<file path="src/rtl/path_delay_meter.sv">
// rtl/path_delay_meter.sv - launch/capture delay meter for one spy chain; optional multi-trial averaging via PDM_AVG_EN
module path_delay_meter #(
    parameter int CNT_W         = 16,
    parameter int MAX_COUNT     = 1000,
    parameter int SETTLE_CYCLES = 8,
    parameter int SYNC_STAGES   = 2,
    parameter int PATH_INV      = 0,
    parameter int LOG2_TRIALS   = 3
) (
    input  logic             clk,
    input  logic             rst_n,
    input  logic             start,
    output logic             path_drive,
    input  logic             path_sense,
    output logic             busy,
    output logic             done,
    output logic             timeout,
    output logic             settle_err,
    output logic [CNT_W-1:0] delay_cycles
`ifdef PDM_AVG_EN
    ,
    output logic [LOG2_TRIALS-1:0] trial_idx
`endif
);

    generate
        if (MAX_COUNT >= (2 ** CNT_W) || SYNC_STAGES < 2 || SETTLE_CYCLES < 1) begin : g_param_check
            $error("path_delay_meter: MAX_COUNT must fit CNT_W, SYNC_STAGES >= 2, SETTLE_CYCLES >= 1");
        end
    endgenerate

    localparam logic             INV         = (PATH_INV != 0);
    localparam logic [CNT_W-1:0] SETTLE_LAST = CNT_W'(SETTLE_CYCLES - 1);
    localparam logic [CNT_W-1:0] CNT_MAX     = CNT_W'(MAX_COUNT);

    typedef enum logic [2:0] {
        IDLE,
        SETTLE,
        LAUNCH,
        WAIT,
        DONE,
        TOUT
    } state_t;

    state_t                 state;
    logic [CNT_W-1:0]       cnt;
    logic [SYNC_STAGES-1:0] sync;
    logic                   sense_s;
    logic                   match;

    assign sense_s = sync[SYNC_STAGES-1];
    // The expected sense level is the drive level, flipped for an inverting chain.
    assign match   = (sense_s == (path_drive ^ INV));

`ifdef PDM_AVG_EN
    localparam int ACC_W = CNT_W + LOG2_TRIALS;
    logic [ACC_W-1:0] acc;
    logic [ACC_W-1:0] acc_next;
    assign acc_next = acc + {{LOG2_TRIALS{1'b0}}, cnt};
`endif

    // Bring the asynchronous chain output into the clk domain.
    always_ff @(posedge clk) begin
        if (!rst_n) begin
            sync <= '0;
        end else begin
            sync <= {sync[SYNC_STAGES-2:0], path_sense};
        end
    end

    // Measurement sequencer: settle, launch one edge, count until the edge returns.
    always_ff @(posedge clk) begin
        if (!rst_n) begin
            state        <= IDLE;
            path_drive   <= 1'b0;
            busy         <= 1'b0;
            done         <= 1'b0;
            timeout      <= 1'b0;
            settle_err   <= 1'b0;
            delay_cycles <= '0;
            cnt          <= '0;
`ifdef PDM_AVG_EN
            acc          <= '0;
            trial_idx    <= '0;
`endif
        end else begin
            done    <= 1'b0;
            timeout <= 1'b0;
            case (state)
                IDLE: begin
                    if (start) begin
                        state      <= SETTLE;
                        busy       <= 1'b1;
                        settle_err <= 1'b0;
                        cnt        <= '0;
`ifdef PDM_AVG_EN
                        acc        <= '0;
                        trial_idx  <= '0;
`endif
                    end
                end
                SETTLE: begin
                    if (cnt == SETTLE_LAST) begin
                        // A mismatch here means the chain had not settled; flag it but measure anyway.
                        if (!match) begin
                            settle_err <= 1'b1;
                        end
                        state <= LAUNCH;
                    end else begin
                        cnt <= cnt + CNT_W'(1);
                    end
                end
                LAUNCH: begin
                    path_drive <= ~path_drive;
                    cnt        <= '0;
                    state      <= WAIT;
                end
                WAIT: begin
                    // Match is tested before the limit so an edge arriving on the last count still counts.
                    if (match) begin
`ifdef PDM_AVG_EN
                        if (trial_idx == {LOG2_TRIALS{1'b1}}) begin
                            delay_cycles <= acc_next[ACC_W-1:LOG2_TRIALS];
                            done         <= 1'b1;
                            busy         <= 1'b0;
                            trial_idx    <= '0;
                            state        <= DONE;
                        end else begin
                            acc       <= acc_next;
                            trial_idx <= trial_idx + LOG2_TRIALS'(1);
                            cnt       <= '0;
                            state     <= SETTLE;
                        end
`else
                        delay_cycles <= cnt;
                        done         <= 1'b1;
                        busy         <= 1'b0;
                        state        <= DONE;
`endif
                    end else if (cnt == CNT_MAX) begin
                        timeout <= 1'b1;
                        busy    <= 1'b0;
`ifdef PDM_AVG_EN
                        trial_idx <= '0;
`endif
                        state   <= TOUT;
                    end else begin
                        cnt <= cnt + CNT_W'(1);
                    end
                end
                DONE:    state <= IDLE;
                TOUT:    state <= IDLE;
                default: state <= IDLE;
            endcase
        end
    end

endmodule
</file>
<file path="config.mk">
export PLATFORM = sky130hd
export DESIGN_NAME = path_delay_meter
export DESIGN_NICKNAME = d
export VERILOG_FILES = /design/src/rtl/path_delay_meter.sv
export SDC_FILE = /design/constraint.sdc
export NUM_CORES = 1
export LEC_CHECK = 0
export ABC_AREA = 1
export ABC_CLOCK_PERIOD_IN_PS = 2000
export CORE_MARGIN = 3
export CORE_UTILIZATION = 50
export CTS_BUF_LIST = sky130_fd_sc_hd__clkbuf_4 sky130_fd_sc_hd__clkbuf_8 sky130_fd_sc_hd__clkbuf_16
export CTS_CLUSTER_DIAMETER = 100
export DETAILED_ROUTE_END_ITERATION = 10
export HOLD_SLACK_MARGIN = 0.06
export PLACE_DENSITY = 0.81
export SYNTH_ARGS = -nofsm -noshare
export SYNTH_HDL_FRONTEND = slang
export SYNTH_SLANG_ARGS = --single-unit
</file>
<file path="constraint.sdc">
create_clock -name clk -period 2 [get_ports clk]
set_input_delay 0.3 -clock clk [delete_from_list [all_inputs] [get_ports clk]]
set_output_delay 0.3 -clock clk [all_outputs]
set_load 0.02 [all_outputs]
</file>
==> qor.csv <==
stage,metric,value,unit
status,status,"finished, final reports clean",
clock_tree,"Clk Latency, worst-skew pair",300,ps
placed_design,placed cell areas,2320,um^2
critical_path,R2R Path End,state[0],
drt,Initial DRC Count,169,
floorplan,Die Width,69.8,um
sta,RSZ-0062 raised after global routing,false,
logic_synthesis,most numerous cell in the Yosys netlist,nand2_1,
clock_tree,clock sinks,42,
logic_synthesis,Most used DFF post-synth,dfxtp_1,
drt,DRC,0,
critical_path,CP cell instances,"nand2_1, inv_2, nand2_1, nor2_1, nand2_1, nand3_1, nand2_1, a21oi_1, nor2_1",
grt,GRT met1 Usage,27.1,%
placed_design,GPL Wtd Cong,0.901,
sta,"Setup violations, final",0,
logic_synthesis,"Async S/R FF share, synth",0,%
sta,worst slew pin tran,382,ps
logic_synthesis,Post-synth top cells,"nand2_1, nor2_1, dfxtp_1, a21oi_1, inv_1",
power_and_ir_drop,Pwr Total,1.75,mW
logic_synthesis,#FFs+latches synth,42,
grt,all-layer global routing usage,19.8,%
hold_path,Hold Path Origin,sync[0],
placed_design,Port Buf Inserts,24,
clock_tree,Post-CTS Setup Repair Bufs,0,
logic_synthesis,largest area contributor in the netlist,dfxtp_1,
floorplan,Initial Util,53.7,%
sta,Max-slew headroom,74.5,%
layout,number of diodes,0,
power_and_ir_drop,Peak VDD IR,0.458,mV
drt,vias,2029,
drt,drt pass-1 iters,5,
grt,GR Util met3,4.64,%
logic_synthesis,Syn Area/Cell,6.68,um^2
sta,Post-Route Setup TNS,0,ps
critical_path,data arrival time of the critical path,1860,ps
critical_path,Worst setup SP type,flop,
logic_synthesis,Ys Warns,0,
hold_path,hold-critical path depth,2,
sta,Final Critical Period,1660,ps
critical_path,"Data required, critical path",2190,ps
sta,worst setup margin,337,ps
logic_synthesis,"top cells by area, synth","dfxtp_1, nand2_1, nor2_1",
logic_synthesis,synth unique cells,26,
floorplan,full die area,4880,um^2
clock_tree,buffer depth of the longest clock path,2,
critical_path,most frequent CP cell,nand2_1,
grt,vias in the first global route,1756,
sta,"Slew Viols, Final",0,
layout,final-stage net count,338,
critical_path,CP endpoint kind,flop,
sta,Clock Skew,4.21,ps
placed_design,DPL Wire Length,3480,um
run,total of max-cap violations,0,
drt,"wirelength, routed",4780,um
sta,Max Clk Rate,601,MHz
grt,most crowded layer after global routing,met2,
sta,final hold vios,0,
grt,initial antenna violation count,0,
grt,total grt overflow,0,
critical_path,r2r setup slk,340,ps
critical_path,"Max FO, Critical Path",9,
floorplan,num ports,25,
grt,GR Layer Usage met2,30.6,%
layout,synthesis-to-layout area growth,18.4,%
critical_path,critical path type,flop to flop,
hold_path,Hold/Removal Path Class,flop to flop,
logic_synthesis,Post-synth EDFFs,0,
clock_tree,cts hold-fix bufs,0,
clock_tree,H-tree depth reported by CTS,2,
drt,Vias per Instance,5.33,
grt,largest net degree at the start of global routing,28,
clock_tree,CTS tree,built,
floorplan,die height,69.8,um
power_and_ir_drop,leakage,0.931,nW
logic_synthesis,register area share after synthesis,41.3,%
floorplan,core area,3800,um^2
clock_tree,post-CTS resize count,0,
clock_tree,Num CTS Buffers,5,
clock_tree,clk root buf,clkbuf_8,
critical_path,number of cells on the worst reg-to-reg path,9,
logic_synthesis,Yosys top cell area share,41.3,%
drt,number of routed nets with antenna violations,0,
floorplan,row cnt,22,
critical_path,"slowest stage delay, CP",510,ps
layout,final instance area,2410,um^2
logic_synthesis,syn nets,311,
logic_synthesis,Syn Inst Count,305,
layout,layout cells sized above 1,8.41,%
grt,first-pass GRT wire length,7890,um
critical_path,CP Launch Point,cnt[8],
sta,Tcrit/Tclk final,83.1,%
placed_design,pre-CTS setup slack,370,ps
logic_synthesis,synthesized area,2040,um^2
power_and_ir_drop,PD cells,724,nW/um^2
drt,Wirelength per Cell,12.6,um
critical_path,FF-to-FF Start,cnt[8],
clock_tree,Clock transition at path regs,80,ps
hold_path,hold endpoint,sync[1],
critical_path,CP max-delay cell,dfxtp_1,
layout,Final Util,63.5,%
## kinds of logic after synthesis
| family | Yosys count | share of synthesized area [%] |
|---|---|---|
| compound gates | 56 | 14.1 |
| xor+xnor | 6 | 2.58 |
| fa+ha+maj | 2 | 1.23 |
| buf+inv | 39 | 8.10 |
| flops | 42 | 41.3 |
| simple gates | 160 | 32.7 |
## sequential cells by signal (all words and copies together) (netlist names)
register / cells
state: 3
done: 1
delay_cycles: 16
cnt: 16
settle_err: 1
path_drive: 1
timeout: 1
busy: 1
sync: 2
## critical path: cells and delay by family, from the launching register on
family,cells,cell delay (ps)
compound gates,1,200
buf+inv,1,80
flops,1,510
simple gates,7,770
## metal layers
| layer | share of wire [%] | up-vias | wire [um] |
|---|---|---|---|
| met2 | 44 | 100 | 2080 |
| met3 | 12 | 12 | 568 |
| li1 | - | 1021 | - |
| met4 | 1.6 | 0 | 75 |
| met5 | 0 | - | 0 |
| met1 | 43 | 896 | 2060 |
## layout make-up
| cell class | count | area (um^2) |
|---|---|---|
| Sequential cell | 42 | 841 |
| Multi-Input combinational cell | 224 | 1030 |
| Timing Repair Buffer | 29 | 278 |
| Inverter | 30 | 113 |
| Clock inverter | 3 | 21.3 |
| Clock buffer | 5 | 68.8 |
| Tap cell | 48 | 60.1 |
| Fill cell | 347 | 1390 |
## report_power, final
group | internal, mW | leakage [nW] | switching (mW) | total [mW]
combinational | 0.109 | 0.546 | 0.193 | 0.302
sequential | 0.872 | 0.340 | 0.0229 | 0.895
clock | 0.245 | 0.0441 | 0.306 | 0.551
## placed cells by master (no fill, tap or decap)
cell | Yosys | routed
nand2_1 | 78 | 78
nor2_1 | 53 | 53
dfxtp_1 | 42 | 42
a21oi_1 | 31 | 31
clkdlybuf4s50_1 | 0 | 24
inv_1 | 22 | 22
o21ai_0 | 19 | 19
nand3_1 | 10 | 10
inv_2 | 7 | 7
nor3_1 | 7 | 7
xor2_1 | 6 | 6
clkbuf_8 | 0 | 5
buf_4 | 2 | 5
nor2_2 | 3 | 3
nand4_1 | 3 | 3
o21ai_1 | 3 | 3
nand2_2 | 2 | 2
nand2_4 | 2 | 2
ha_1 | 2 | 2
clkinv_1 | 1 | 1
or2_1 | 1 | 1
o31ai_1 | 1 | 1
nor2_4 | 1 | 1
o21bai_1 | 1 | 1
o211ai_1 | 1 | 1
clkinv_4 | 0 | 1
clkinvlp_4 | 0 | 1
clkinv_2 | 0 | 1
## metrics by stage
stage,instances,hold WS (ps)
6_report,381,421
3_5_place_dp,373,408
2_1_floorplan,305,390
4_1_cts,381,429
5_1_grt,381,438
3_3_place_gp,373,393
## how the worst max path moves through the flow
stage,endpoint,slack [ps],cells after the start
after CTS,delay_cycles[0],340,6
after detailed placement,delay_cycles[0],370,6
after floorplan,cnt[5],560,10
after global placement,cnt[4],410,7
after global routing,cnt[6],160,7
final,state[0],340,9
(Power assumes the default switching activity.)
